### src/rtl/conv_decode_ctrl.sv
// Frame controller for a block-wise convolutional decoder: buffers coded symbol pairs,
// replays them to the decoder in 8-symbol bursts and hands out one decoded byte per burst.
module conv_decode_ctrl #(
  parameter int FIFO_DEPTH = 16,
  parameter int CAP_DLY    = 2,
  parameter int BLK_SYMS   = 8
) (
  input  logic       clock,
  input  logic       reset,
  input  logic       start,
  input  logic [7:0] frame_len,
  input  logic       sym_valid,
  input  logic [1:0] sym_data,
  output logic       sym_ready,
  output logic [1:0] dec_din,
  output logic       dec_reset,
  input  logic [7:0] dec_dout,
  output logic       byte_valid,
  output logic [7:0] byte_data,
  input  logic       byte_ready,
  output logic       busy,
  output logic       frame_done,
  output logic [2:0] state_dbg
);

  localparam int AW = $clog2(FIFO_DEPTH);
  localparam int BW = $clog2(BLK_SYMS);
  localparam logic [AW:0]   DEPTH_C    = (AW+1)'(FIFO_DEPTH);
  localparam logic [AW:0]   BLK_C      = (AW+1)'(BLK_SYMS);
  localparam logic [BW-1:0] BURST_LAST = BW'(BLK_SYMS - 1);
  localparam logic [3:0]    WAIT_LAST  = 4'(CAP_DLY - 1);

  typedef enum logic [2:0] {
    IDLE  = 3'd0,
    CLR   = 3'd1,
    BURST = 3'd2,
    WAIT  = 3'd3,
    HOLD  = 3'd4
  } state_t;

  state_t state, state_next;

  logic [1:0]    mem [FIFO_DEPTH];
  logic [AW-1:0] wr_ptr, rd_ptr;
  logic [AW:0]   fifo_cnt;
  logic [BW-1:0] burst_cnt;
  logic [3:0]    wait_cnt;
  logic [8:0]    bytes_left;
  logic          push, pop, xfer;

  // Both handshakes are plain valid/ready: a transfer happens on a rising edge where
  // valid and ready are both high; the source holds valid and data steady until then.
  assign sym_ready = fifo_cnt < DEPTH_C;
  assign push      = sym_valid && sym_ready;
  assign pop       = (state == BURST);
  assign xfer      = (state == HOLD) && byte_valid && byte_ready;
  assign dec_din   = (state == BURST) ? mem[rd_ptr] : 2'b00;
  assign state_dbg = state;

  always_comb begin
    state_next = state;
    case (state)
      IDLE:    if (busy && fifo_cnt >= BLK_C && !byte_valid) state_next = CLR;
      CLR:     state_next = BURST;
      BURST:   if (burst_cnt == BURST_LAST) state_next = WAIT;
      WAIT:    if (wait_cnt == WAIT_LAST) state_next = HOLD;
      HOLD:    if (byte_ready) state_next = IDLE;
      default: state_next = IDLE;
    endcase
  end

  // Storage carries no reset; discarding buffered symbols is done by clearing the pointers.
  always_ff @(posedge clock) begin
    if (push) mem[wr_ptr] <= sym_data;
  end

  always_ff @(posedge clock or negedge reset) begin
    if (!reset) begin
      state      <= IDLE;
      wr_ptr     <= '0;
      rd_ptr     <= '0;
      fifo_cnt   <= '0;
      burst_cnt  <= '0;
      wait_cnt   <= '0;
      bytes_left <= '0;
      busy       <= 1'b0;
      frame_done <= 1'b0;
      byte_valid <= 1'b0;
      byte_data  <= 8'h00;
      dec_reset  <= 1'b0;
    end else begin
      state      <= state_next;
      // Registered so the decoder leaves reset on the first clock after release.
      dec_reset  <= (state_next != CLR);
      frame_done <= 1'b0;

      if (push) wr_ptr <= wr_ptr + AW'(1);
      if (pop)  rd_ptr <= rd_ptr + AW'(1);
      if (push && !pop)      fifo_cnt <= fifo_cnt + (AW+1)'(1);
      else if (!push && pop) fifo_cnt <= fifo_cnt - (AW+1)'(1);

      burst_cnt <= (state == BURST) ? burst_cnt + BW'(1) : '0;
      wait_cnt  <= (state == WAIT)  ? wait_cnt + 4'd1   : '0;

      if (state == IDLE && !busy && start) begin
        bytes_left <= (frame_len == 8'd0) ? 9'd256 : {1'b0, frame_len};
        busy       <= 1'b1;
      end

      if (state == WAIT && wait_cnt == WAIT_LAST) begin
        byte_data  <= dec_dout;
        byte_valid <= 1'b1;
      end

      if (xfer) begin
        byte_valid <= 1'b0;
        bytes_left <= bytes_left - 9'd1;
        if (bytes_left == 9'd1) begin
          busy       <= 1'b0;
          frame_done <= 1'b1;
        end
      end
    end
  end

endmodule

### config.mk
export PLATFORM = sky130hd
export DESIGN_NAME = conv_decode_ctrl
export DESIGN_NICKNAME = d
export VERILOG_FILES = /design/src/rtl/conv_decode_ctrl.sv
export SDC_FILE = /design/constraint.sdc
export NUM_CORES = 1
export LEC_CHECK = 0
export ABC_AREA = 1
export ABC_CLOCK_PERIOD_IN_PS = 1830
export CAP_MARGIN = 10
export CORE_MARGIN = 2
export CORE_UTILIZATION = 39
export CTS_CLUSTER_DIAMETER = 150
export DETAILED_ROUTE_END_ITERATION = 12
export SLEW_MARGIN = 20
export SYNTH_ARGS = -nofsm -noshare
export SYNTH_HDL_FRONTEND = slang
export SYNTH_SLANG_ARGS = --single-unit
### constraint.sdc
create_clock -name clock -period 1.83 [get_ports clock]
set_input_delay 0.2745 -clock clock [delete_from_list [all_inputs] [get_ports clock]]
set_output_delay 0.2745 -clock clock [all_outputs]
set_load 0.05 [all_outputs]
---- Word level (Yosys, flattened, before mapping) ----
Memory sizes are Yosys's and may differ from the RTL's.
Cells that the tools add are included.
storage, ports and cells
  register bits ........................... 44
  RAM bits ................................ 32
  word-level logic and storage cells ...... 71
  memories kept ........................... 1
cells by class
  $add $sub $neg .......................... 7
  order comparisons ....................... 2
  equal/unequal tests ..................... 8
  multiplexer cells ....................... 22
  reductions and logical operators ........ 19
memories
  memory  depth  bits a word  rd ports  clocked after Yosys merged registers in  write ports  RTL line  source
  mem     16     2            1         0                                        1            43        logic [1:0] mem [FIFO_DEPTH];
operators with widths
  kind                                                                                 number
  9-bit two-way mux                                                                    3
  3-bit two-way mux                                                                    5
  3-bit one-hot mux with 5 select lines                                                1
  4-bit by 1-bit adder with 4-bit output, second input constant                        3
  1-bit logical AND                                                                    10
  5-bit two-way mux                                                                    2
  9-bit by 1-bit == test with 1-bit output, second input constant                      1
  1-bit two-way mux                                                                    9
  9-bit by 1-bit subtractor with 9-bit output, second input constant                   1
  8-bit zero test                                                                      1
  3-bit by 2-bit == test with 1-bit output, second input constant                      2
  3-bit == test, second input constant                                                 2
  2-bit nonzero test                                                                   3
  5-bit by 1-bit adder with 5-bit output, second input constant                        1
  5-bit by 4-bit greater-or-equal comparator with 1-bit output, second input constant  1
  5-bit < comparator, second input constant                                            1
  5-bit by 1-bit subtractor with 5-bit output, second input constant                   1
  4-bit by 1-bit == test with 1-bit output, second input constant                      1
  1-bit zero test                                                                      4
  4-bit two-way mux                                                                    1
  3-bit by 1-bit adder with 3-bit output, second input constant                        1
  3-bit by 1-bit == test with 1-bit output, second input constant                      1
  3-bit zero test                                                                      1
  3-bit by 1-bit != test with 1-bit output, second input constant                      1
  2-bit two-way mux                                                                    1

---- Depth between registers and ports, before layout ----
  word-level depth ........................ 6
  mapped depth ............................ 12

---- Least setup slack after synthesis ----
No wires, ideal clock.
  path kind ............................... register -> register
  start point ............................. reg state[2], in the netlist state_dbg[2]
  end point ............................... reg fifo_cnt[4]
  setup time .............................. 0.065 ns
  arrival ................................. 2.381 ns
  data required time ...................... 1.765 ns
  slack ................................... -0.616 ns
  stages on the path, launching flop included .. 13
  path through ............................ dfrtp_1 -> inv_1 -> nand3_1 -> buf_2 -> ha_1 -> inv_1 -> fa_1 -> nand2_1 -> nand2_1 -> a21oi_1 -> xor2_1 -> nand2_1 -> nand2_1
between the ends
  longest elaborated chain between the ends .. 4
  elaborated cells on any way between the ends .. 6
RTL lines
  item                                                            RTL line  source
  from (decl)                                                     41        state_t state, state_next;
  from (signal assigned)                                          92        state <= state_next;
  3-bit by 2-bit == test with 1-bit output *                      55        assign pop = (state == BURST);
  1-bit zero test                                                 99        if (push && !pop) fifo_cnt <= fifo_cnt + (AW+1)'(1);
  1-bit logical AND                                               99
  5-bit two-way mux / 2-bit nonzero test (equally long branches)  --
  to (signal assigned)                                            99
  to (signal assigned)                                            100       else if (!push && pop) fifo_cnt <= fifo_cnt - (AW+1)'(1);
  to (decl)                                                       45        logic [AW:0] fifo_cnt;
Every way passes the cells marked *; elsewhere a longest branch is shown, timed or not.
A chain may end at the register's enable or synchronous reset.

---- Final worst setup path ----
  start point ............................. reg rd_ptr[0]
  end point ............................... out dec_din[1]
between the ends
  longest elaborated chain between the ends .. 2
RTL lines
  item                    RTL line  source
  from (decl)             44        logic [AW-1:0] wr_ptr, rd_ptr;
  from (signal assigned)  98        if (pop) rd_ptr <= rd_ptr + AW'(1);
  memory 16 x 2 bit       --
  2-bit two-way mux       57        assign dec_din = (state == BURST) ? mem[rd_ptr] : 2'b00;
  to (decl)               15        output logic [1:0] dec_din,
Every way passes these cells.

==> flow_summary.ini <==
[status]
outcome = finished, violations left
violations = negative setup slack

[worst_setup_path]
critPathRequiredTime_ns = 1.56
cp.arrival_ns = 1.66
worstSetupPathType = register to primary output
rrSetupSlack_ns = 0.07
end_kind = primary output
start_kind = register
reg2reg_from = state_dbg[2]
rr_worst_depth = 11
r2r-end = fifo_cnt[4]
cp_max_fo = 8

[clock_network]
cts.sinks = 76
htree_num_levels = 3
cts_tree = yes
clock_latency_ns = 0.36
clk_pin_slew_ns = 0.08
clk_path_buf_depth = 2
cts_buffers = 9
root_buffer = clkbuf_8

[placement]
gp_congestion = 0.814
port_buffers = 40
dpl_cell_area_sq_um = 4440
dp_hpwl_um = 5710

[floorplanning]
start_util = 0.407
die_h_um = 103
core-area_sq_um = 9330
row_count = 35
pin_count = 41
fp.dieW_um = 103
dieArea_sq_um = 10500

[global_route]
antenna_found_initial = 0
grt_util_all_layers = 0.162
grt.overflow.total = 0
grt_pass1_vias = 2729
grt_pass1_wl_um = 12900
grt_max_degree = 22

[routing]
dr.pass1.iters = 4
routedWlPerCell_um = 13.0
wirelength_um = 7860
route.detailed.drc = 0
drt_iter0_drc = 149
via_per_inst = 4.67
detail-route-antenna-nets = 0
dr_total_vias = 2830

[synthesis]
ys_types = 35
synth_top_flop_cell = dfrtp_1
netlist_instances = 408
ys_ff_latch = 76
synthesis.area_sq_um = 3790
synth_fp_nets = 447
ys_warn_count = 0
synth-seq-area-share = 0.544
avgSynthCellArea_sq_um = 9.30
synthArstFlopShare = 0.579
synth_edf_count = 32

[timing]
worst_pin_slew_ns = 0.553
fin_ws_ns = -0.108
clock_skew_ns = 0.0109
tns_ns = -0.215
fin_crit_sh = 1.06
clock.fmax_mhz = 516
rsz0062_at_grt = yes
setup_viol = 2
fin_crit_ns = 1.94
drv_slew = 0
final_hold_viol_count = 0
relSlewSlack = 0.630

[finish]
final_common_cell = nand2_1
nNetsFinal = 511
final_cell_mix = 111 x nand2_1, 52 x inv_1, 39 x dfrtp_1
drive_gt1_frac = 0.201
multi_input_area_sq_um = 1540
fin_util = 0.516
antenna_cells = 0
design_area_sq_um = 4810
n_fill_cell = 856
area_delta_synth_final_pct = 26.9
ff_latch_area_sq_um = 2070

[power]
leakage_nw = 2.25
p_total_mw = 8.03
power_frac_clock = 0.176
switchingPower_mw = 3.44
peakVddDrop_v = 0.000900
netSwitchingFraction = 0.428
combPwrFrac = 0.498
p_int_mw = 4.59
pwr-share-seq = 0.327
p_per_area_nw_per_um2 = 1670

[job]
maxCapViolations = 0

[hold_path]
min_path_type = primary input to async pin
flip-flops by register name (all words and copies together) (netlist names), 3 cells and up:
name and count:
burst_cnt 3, byte_data 8, bytes_left 9, fifo_cnt 5, mem 32, rd_ptr 4
state_dbg 3, wait_cnt 4, wr_ptr 4
worst max-delay path, cell delays in order, from the launching register on:
cell and delay (ns):
dfrtp_2 0.49, buf_6 0.16, nand2_1 0.05, nand2_1 0.05, nand2_1 0.06, nand3_2 0.08, nand3_2 0.10, a21oi_4 0.18
buf_12 0.15
per-stage QoR:
stage	cells	hold slack, ns	setup WS [ns]
floorplan	408	-0.0211	-0.132
finish	606	0.390	-0.108
global route	606	0.446	-0.199
detailed placement	582	0.257	-0.186
global placement	582	0.256	-0.166
CTS	600	0.411	-0.135
synth_stat cells, types with 2 or more instances:
cell type / number / share of area
a21oi_1: 6 / 0.0079
buf_2: 3 / 0.0040
buf_6: 3 / 0.0089
dfrtp_1: 44 / 0.29
edfxtp_1: 32 / 0.25
ha_1: 15 / 0.049
inv_1: 54 / 0.053
inv_2: 7 / 0.0069
inv_4: 2 / 0.0033
nand2_1: 114 / 0.11
nand2_4: 2 / 0.0059
nand3_1: 34 / 0.045
nand4_1: 4 / 0.0066
nor2_1: 38 / 0.038
nor4_2: 2 / 0.0066
o211ai_1: 2 / 0.0040
o21ai_0: 7 / 0.0092
o21ai_1: 8 / 0.011
o21ai_2: 4 / 0.0092
xnor2_1: 3 / 0.0069
xor2_1: 10 / 0.023
power by group through the flow:
stage	clock [mW]	sequential [mW]	combinational [mW]
floorplan	0	2.99	2.22
global placement	0	2.62	3.68
detailed placement	0	2.62	3.76
CTS	1.44	2.60	3.81
global route	1.51	2.69	4.40
finish	1.41	2.62	4.00
routing by layer:
metal	wire (um)	share of wire	vias to the layer above	track usage
li1	-	-	1434	-
met1	3520	0.45	1327	0.208
met2	3780	0.48	57	0.260
met3	390	0.050	12	0.0400
met4	172	0.022	0	0.0708
met5	0	0	-	0
cell type report:
cell class                      instances  share of cell area
Timing Repair inverter                  1             0.00130
Clock buffer                           10              0.0265
Inverter                               63              0.0523
Clock inverter                          6              0.0185
Timing Repair Buffer                   59               0.119
Sequential cell                        76               0.430
Tap cell                              129              0.0335
Multi-Input combinational cell        262               0.319
cell families after synthesis:
family | after synthesis | share of synthesized area
AO/OA/AOI/OAI | 31 | 0.0495
XOR/XNOR | 13 | 0.0300
adder cells (fa/ha/maj) | 16 | 0.0548
buffers and inverters | 70 | 0.0818
flip-flops | 76 | 0.544
AND/OR/NAND/NOR | 202 | 0.240
worst max-delay path by stage:
stage,cells after the start,endpoint,slack (ns),from
finish,8,dec_din[1],-0.11,rd_ptr[0]
global route,8,dec_din[0],-0.20,rd_ptr[0]
CTS,7,dec_din[1],-0.14,rd_ptr[0]
detailed placement,12,fifo_cnt[4],-0.19,sym_valid
global placement,12,fifo_cnt[4],-0.17,sym_valid
floorplan,12,fifo_cnt[4],-0.13,fifo_cnt[4]
what timing repair did:
action | in CTS | in global routing
hold buffers | 1 | 0
hold endpoints to repair | 19 | 0
resized for setup | 3 | 26
gates cloned | 0 | 2
endpoints found under the setup margin | 2 | 9
pin swaps | 0 | 17
setup buffers | 1 | 4
No activity file was read; power rests on OpenSTA's default activity.
